## src/rtl/shape_processor_arbiter.sv

```systemverilog
// Two-requester round-robin front end for the shape processor; one transaction in flight at a time.
// Grant is combinational in IDLE; strobe one cycle later, done RESP_LATENCY cycles after the strobe; requesters wait on gnt.
module shape_processor_arbiter #(
    parameter int RESP_LATENCY = 1
) (
    input  logic        clk,
    input  logic        rst_n,
    input  logic        r0_req,
    input  logic        r1_req,
    input  logic        r0_write,
    input  logic        r1_write,
    input  logic [31:0] r0_wdata,
    input  logic [31:0] r1_wdata,
    output logic        r0_gnt,
    output logic        r1_gnt,
    output logic        r0_done,
    output logic        r1_done,
    output logic [31:0] r0_rdata,
    output logic [31:0] r1_rdata,
    output logic        r0_err,
    output logic        r1_err,
    output logic        write,
    output logic [31:0] write_data,
    output logic        read,
    input  logic [31:0] read_data,
    input  logic        error,
    output logic        busy
);

    typedef enum logic [1:0] {IDLE, ISSUE, WAIT, RESP} state_t;

    localparam int WAIT_CYC = (RESP_LATENCY > 1) ? RESP_LATENCY - 2 : 0;

    state_t      state_q;
    logic        prio_q;
    logic        win_q;
    logic        wr_q;
    logic [1:0]  cnt_q;
    logic        write_q;
    logic [31:0] write_data_q;
    logic        read_q;
    logic [31:0] r0_rdata_q;
    logic [31:0] r1_rdata_q;
    logic        r0_err_q;
    logic        r1_err_q;

    logic        pick_r1;
    logic        any_req;
    logic        grant;
    logic        sel_write;
    logic [31:0] sel_wdata;
    logic        resp;
    logic [31:0] resp_rdata;

    assign pick_r1   = r1_req & (~r0_req | prio_q);
    assign any_req   = r0_req | r1_req;
    // Gating with rst_n keeps gnt low while reset is held even with req asserted.
    assign grant     = (state_q == IDLE) & any_req & rst_n;
    assign sel_write = pick_r1 ? r1_write : r0_write;
    assign sel_wdata = pick_r1 ? r1_wdata : r0_wdata;
    assign resp      = (state_q == RESP);
    assign resp_rdata = wr_q ? 32'd0 : read_data;

    assign r0_gnt     = grant & ~pick_r1;
    assign r1_gnt     = grant & pick_r1;
    assign r0_done    = resp & ~win_q;
    assign r1_done    = resp & win_q;
    assign r0_rdata   = r0_done ? resp_rdata : r0_rdata_q;
    assign r1_rdata   = r1_done ? resp_rdata : r1_rdata_q;
    assign r0_err     = r0_done ? error : r0_err_q;
    assign r1_err     = r1_done ? error : r1_err_q;
    assign write      = write_q;
    assign write_data = write_data_q;
    assign read       = read_q;
    assign busy       = (state_q != IDLE);

    always_ff @(posedge clk or negedge rst_n) begin
        if (!rst_n) begin
            state_q      <= IDLE;
            prio_q       <= 1'b0;
            win_q        <= 1'b0;
            wr_q         <= 1'b0;
            cnt_q        <= 2'd0;
            write_q      <= 1'b0;
            write_data_q <= 32'd0;
            read_q       <= 1'b0;
            r0_rdata_q   <= 32'd0;
            r1_rdata_q   <= 32'd0;
            r0_err_q     <= 1'b0;
            r1_err_q     <= 1'b0;
        end else begin
            case (state_q)
                IDLE: begin
                    if (any_req) begin
                        win_q        <= pick_r1;
                        prio_q       <= ~pick_r1;
                        wr_q         <= sel_write;
                        write_q      <= sel_write;
                        write_data_q <= sel_write ? sel_wdata : 32'd0;
                        read_q       <= ~sel_write;
                        state_q      <= ISSUE;
                    end
                end
                ISSUE: begin
                    write_q      <= 1'b0;
                    write_data_q <= 32'd0;
                    read_q       <= 1'b0;
                    if (RESP_LATENCY == 1) begin
                        state_q <= RESP;
                    end else begin
                        cnt_q   <= 2'(WAIT_CYC);
                        state_q <= WAIT;
                    end
                end
                WAIT: begin
                    if (cnt_q == 2'd0) begin
                        state_q <= RESP;
                    end else begin
                        cnt_q <= cnt_q - 2'd1;
                    end
                end
                RESP: begin
                    if (win_q) begin
                        r1_rdata_q <= resp_rdata;
                        r1_err_q   <= error;
                    end else begin
                        r0_rdata_q <= resp_rdata;
                        r0_err_q   <= error;
                    end
                    wr_q    <= 1'b0;
                    state_q <= IDLE;
                end
                default: state_q <= IDLE;
            endcase
        end
    end

endmodule

```

## config.mk

```make
export PLATFORM = sky130hd
export DESIGN_NAME = shape_processor_arbiter
export DESIGN_NICKNAME = d
export VERILOG_FILES = /design/src/rtl/shape_processor_arbiter.sv
export SDC_FILE = /design/constraint.sdc
export NUM_CORES = 1
export LEC_CHECK = 0
export ABC_AREA = 1
export CORE_ASPECT_RATIO = 0.7
export CORE_MARGIN = 8
export CORE_UTILIZATION = 47
export DETAILED_ROUTE_END_ITERATION = 10
export PLACE_DENSITY = 0.87
export SLEW_MARGIN = 20
export SYNTH_ARGS = -nofsm -noshare
export SYNTH_HDL_FRONTEND = slang
export SYNTH_SLANG_ARGS = --single-unit
```

## constraint.sdc

```tcl
create_clock -name clk -period 3.82 [get_ports clk]
set_clock_uncertainty 0.1 [all_clocks]
set_input_delay 0.382 -clock clk [delete_from_list [all_inputs] [get_ports clk]]
set_output_delay 0.382 -clock clk [all_outputs]
set_load 0.02 [all_outputs]
```

==> results_dict.tcl, run 1 <==
set metrics [dict create \
    outcome "complete, no violations" \
    synth_cell_type_count 25 \
    drc 0 \
    finalSetupTns_ns 0 \
    rrSetupSlack_ns 1.89 \
    rows 31 \
    gr-total-overflow 0 \
    critPathLaunchType "flop" \
    slew_viol_final 0 \
    regToRegStartpoint "state_q[1]" \
    cts_resized 0 \
    num_vias 4796 \
    required_ns 3.34 \
    crit_path_start "state_q[0]" \
    ys_ff_latch 107 \
    grt_pass1_vias 4988 \
    max_slew.worst_pin.slew_ns 0.759 \
    cts_tree "built" \
    synthCells 651 \
    die-width_um 140 \
    worst_path_largest_cell_delay_ns 0.64 \
    end_kind "output port" \
    worstPathCellList "ha_1 > nand2_1 > inv_1 > buf_4 > nand2_1 > nand2_1 > clkdlybuf4s50_1" \
    worstPathMaxFanout 33 \
    critical_path_class "reg2out" \
    initial_utilization 0.487 \
    synth_area_per_cell_um2 7.77 \
    grt_start_max_net_pins 62 \
    fin_crit_sh 0.789 \
    post_cts_buffers 0 \
    syn2layout_area_growth_pct 47.1 \
    grt_first_pass_wirelength_mm 24.7 \
    clock_sinks 107 \
    ioPinCount 208 \
    wl_per_cell_um 15.4 \
    setup_viol 0 \
    synth_area_um2 5060 \
    diodes 0 \
    fmax_mhz 332 \
    cts.htree.levels 3 \
    drt-total-wl_mm 15.1 \
    num-nets-final 953 \
    ant_nets 0 \
    max_slew_margin 0.494 \
    hold_viol 0 \
    path_depth 7 \
    p_leak_uw 0.00389 \
    power.density_nw_per_um2 807 \
    clock_latency_ns 0.34 \
    core-area_um2 10400 \
    synth_nets 760 \
    die_h_um 103 \
    cp-endpoint "r1_rdata[8]" \
    period_minus_slack_ns 3.02 \
    layout_setup_ws_ns 0.804 \
    clkTransAtPathRegs_ns 0.07 \
    worstPathArrival_ns 2.53 \
    gp_congestion 0.807 \
    port_buffers 207 \
    peakVddDrop_uv 563 \
    antenna_found_initial 0 \
    yosysWarningCount 0 \
    place_ws_ns 1.18 \
    ctsLongestPathBuffers 2 \
    drv_cap 0 \
    cts_root_buf "clkbuf_16" \
    via_per_inst 4.89 \
    dr.pass1.iters 5 \
    crit_family "buffers and inverters" \
    drtIter0Drc 265 \
    dieArea_um2 14400 \
    ys_seq_area_frac 0.529 \
    cp_common_cell "nand2_1" \
    worstHoldPathType "reg2reg" \
    timing.rr.end "write_data[29]" \
    rr_worst_depth 6 \
    rsz0062_at_grt "no" \
    critical_path.slowest_cell "clkdlybuf4s50_1" \
    path_buf_inv 3 \
    hpwl_mm 11.2 \
    power.total_uw 6010 \
    drive_gt1_frac 0.0542 \
    numCtsBuffers 9 \
    ctsHoldBuffers 1 \
    track_usage 0.211 \
]
## cells by family after synthesis
logic type | Yosys count | synth area share
AO/OA/AOI/OAI | 9 | 0.0124
XOR/XNOR | 1 | 0.00173
adder cells (fa/ha/maj) | 6 | 0.0148
buffers and inverters | 81 | 0.0752
flip-flops | 107 | 0.529
AND/OR/NAND/NOR | 447 | 0.367
## per-stage QoR
step	instances	hold WS [ns]	utilization	cell area (um2)
final	981	0.373	0.716	7440
after CTS	981	0.376	0.716	7440
after detailed placement	964	0.333	0.688	7150
after floorplan	651	-0.0136	-	5060
after global placement	964	0.328	0.688	7150
after global routing	981	0.390	0.716	7440
## metal layers
metal  global-route usage  vias up  share of wire
met5                    0        -              0
met2                0.373      167           0.48
met3               0.0606       10          0.070
li1                     -     2359              -
met1                0.260     2260           0.44
met4               0.0307        0         0.0070
## report_power, final
group | total [uW] | switching, uW | internal (uW) | leakage, uW
Clock | 867 | 420 | 447 | 0.000133
Combinational | 3410 | 2030 | 1380 | 0.00237
Sequential | 1730 | 164 | 1570 | 0.00138
## cell usage in the layout, fill, tap and decap left out
master	count
dfrtp_1	107
inv_1	44
nand3_1	56
nand2_4	3
clkbuf_16	9
o21ai_4	1
dlygate4sd3_1	1
nand3_2	10
nor2_1	37
clkinvlp_4	2
o21ai_0	5
nand2_2	1
nor2_8	1
nor2_2	1
clkdlybuf4s50_1	206
buf_4	10
clkinv_4	2
xor2_1	1
o21a_1	1
o21ai_2	1
nor3_1	1
ha_1	6
clkinv_2	2
a21oi_1	1
nand2_1	337
inv_2	2
inv_8	1
## how the worst min path moves through the flow
stage	slack (ns)	to	start	cells after the start
2_1_floorplan	-0.01	cnt_q[0]	rst_n	0
3_3_place_gp	0.33	write_data[17]	rst_n	1
3_5_place_dp	0.33	write_data[17]	rst_n	1
4_1_cts	0.38	r0_rdata_q[11]	r0_rdata_q[11]	2
5_1_grt	0.39	r1_rdata_q[29]	r1_rdata_q[29]	2
6_report	0.37	r0_rdata_q[2]	r0_rdata_q[2]	2
## worst min-delay path, stage by stage (launching register included)
cell and delay, ns:
dfrtp_1 0.32, nand2_1 0.05, nand2_1 0.07
## registers in the layout (all words and copies together), names as in the netlist
| register | count |
|---|---|
| wr_q | 1 |
| r1_err_q | 1 |
| r0_rdata_q | 32 |
| win_q | 1 |
| write | 1 |
| state_q | 2 |
| prio_q | 1 |
| cnt_q | 2 |
| r1_rdata_q | 32 |
| r0_err_q | 1 |
| read | 1 |
| write_data | 32 |
## Yosys cell counts (all sizes together)
library cell	n	area (um2)
nand2	341	1310
dfrtp	107	2680
nand3	66	380
inv	46	173
nor2	39	165
buf	26	174
clkbuf	9	33.8
o21ai	7	50.1
ha	6	75.1
a21oi	1	5.00
nor3	1	5.00
o21a	1	7.51
xor2	1	8.76
## layout make-up
| type | count | area [um2] |
|---|---|---|
| Timing Repair Buffer | 217 | 2150 |
| Fill cell | 819 | 2950 |
| Sequential cell | 107 | 2680 |
| Inverter | 46 | 173 |
| Tap cell | 132 | 165 |
| Clock buffer | 9 | 225 |
| Multi-Input combinational cell | 463 | 2000 |
| Clock inverter | 7 | 53.8 |
(Power assumes the default switching activity.)
==> run 2, diff against run 1 <==
Settings changed: CORE_UTILIZATION 47 to 43, PLACE_DENSITY 0.87 to 0.8.
Clock period 3.82 ns to 3.15 ns, I/O delays scaled along.
==> results_dict.tcl, run 2 (synthesis gave the netlist of run 1 again) <==
set metrics [dict create \
    dieArea_um2 15500 \
    cts_resized 0 \
    post-place-cells 990 \
    gr-total-overflow 0 \
    fin_crit_sh 0.917 \
    track_usage 0.193 \
    clock_sinks 107 \
    dr.pass1.iters 4 \
    place_ws_ns 0.590 \
    path_buf_inv 4 \
    antenna_found_initial 0 \
    cts_tree "built" \
    required_ns 2.73 \
    gp_congestion 0.783 \
    rrSetupSlack_ns 1.26 \
    drv_cap 0 \
    clockPowerShare 0.154 \
    ioPinCount 208 \
    cts.htree.levels 3 \
    cts_root_buf "clkbuf_16" \
    core-area_um2 11600 \
    p_sw_uw 3150 \
    path_depth 8 \
    die_h_um 107 \
    wl_per_cell_um 15.0 \
    ctsHoldBuffers 0 \
    drt-total-wl_mm 15.1 \
    die-width_um 146 \
    syn2layout_area_growth_pct 48.3 \
    worstPathMaxFanout 23 \
    swShare 0.429 \
    num-nets-final 953 \
    outcome "complete, no violations" \
    seq_power_share 0.289 \
    grt_start_max_net_pins 65 \
    drc 0 \
    drtIter0Drc 145 \
    ctsLongestPathBuffers 2 \
    power_frac_comb 0.557 \
    wl_met1_mm 6.95 \
    setup_viol 0 \
    end_kind "output port" \
    finalSetupTns_ns 0 \
    numCtsBuffers 9 \
    final_common_cell "nand2_1" \
    worst_path_largest_cell_delay_ns 0.63 \
    hpwl_mm 11.1 \
    layout_setup_ws_ns 0.261 \
    ant_nets 0 \
    hold_viol 0 \
    period_minus_slack_ns 2.89 \
    rr_worst_depth 6 \
    critical_path_class "reg2out" \
    p_leak_uw 0.00391 \
    diodes 0 \
    crit_family "buffers and inverters" \
    critPathLaunchType "flop" \
    most-common-layout-cells "nand2_1, clkdlybuf4s50_1, dfrtp_1" \
    port_buffers 207 \
    peakVddDrop_uv 621 \
    post_cts_buffers 0 \
    num_vias 4669 \
    via_per_inst 4.64 \
    fill_cells 1019 \
    clock_latency_ns 0.34 \
    grt_pass1_vias 4651 \
    power.total_uw 7360 \
    power.density_nw_per_um2 981 \
    wl_met3_um 974 \
    fin_cells 1006 \
    drive_gt1_frac 0.0565 \
    grt_first_pass_wirelength_mm 24.6 \
    clkTransAtPathRegs_ns 0.07 \
    wl_met2_mm 7.07 \
    top_layer "met4" \
    worstHoldPathType "in2async" \
    worstPathCellList "ha_1 > inv_2 > nor2_2 > inv_2 > buf_4 > nand2_1 > nand2_1 > clkdlybuf4s50_1" \
    slew_viol_final 0 \
    rsz0062_at_grt "no" \
    fmax_mhz 346 \
    critical_path.slowest_cell "clkdlybuf4s50_1" \
    p_int_uw 4210 \
    initial_utilization 0.436 \
    max_slew.worst_pin.slew_ns 0.797 \
    max_slew_margin 0.468 \
    rows 33 \
    worstPathArrival_ns 2.47 \
]
run 2: power by group through the flow:
stage          Combinational, uW  Clock [uW]  Sequential, uW
6_report                    4100        1130            2120
5_1_grt                     4440        1210            2180
4_1_cts                     4160        1160            2120
3_5_place_dp                4140           0            2150
3_3_place_gp                4090           0            2130
2_1_floorplan               2140           0            2200
run 2: per-stage QoR:
stage,utilization,hold WS [ns],cell area [um2]
after floorplan,-,-0.0806,5060
after global placement,0.621,0.352,7210
after detailed placement,0.621,0.356,7210
after CTS,0.647,0.0921,7500
after global routing,0.647,0.136,7510
final,0.647,0.0606,7510
run 2: layout make-up:
cell class	count	area (um2)	share of cell area
flip-flops and latches	107	2680	0.357
repair buffers	217	2160	0.287
multi-input cells	463	2000	0.267
inverters	46	173	0.0230
clock buffers	9	225	0.0300
well taps	157	196	0.0262
clock inverters	7	73.8	0.00983
run 2: per-layer routing:
layer	up-vias	GRT usage
li1	2371	-
met2	128	0.317
met3	12	0.0635
met5	-	0
met4	0	0.0340
met1	2158	0.249
run 2: final timing paths:
| path | end | start |
|---|---|---|
| setup / recovery | r0_rdata[31] | state_q[0] |
| hold / removal | write_data[2] | rst_n |
| setup reg to reg | write_data[20] | state_q[1] |
| hold reg to reg | r0_rdata_q[30] | r0_rdata_q[30] |
| max in group asynchronous | r1_rdata_q[9] | rst_n |
| min in group clk | r0_rdata_q[30] | r0_rdata_q[30] |
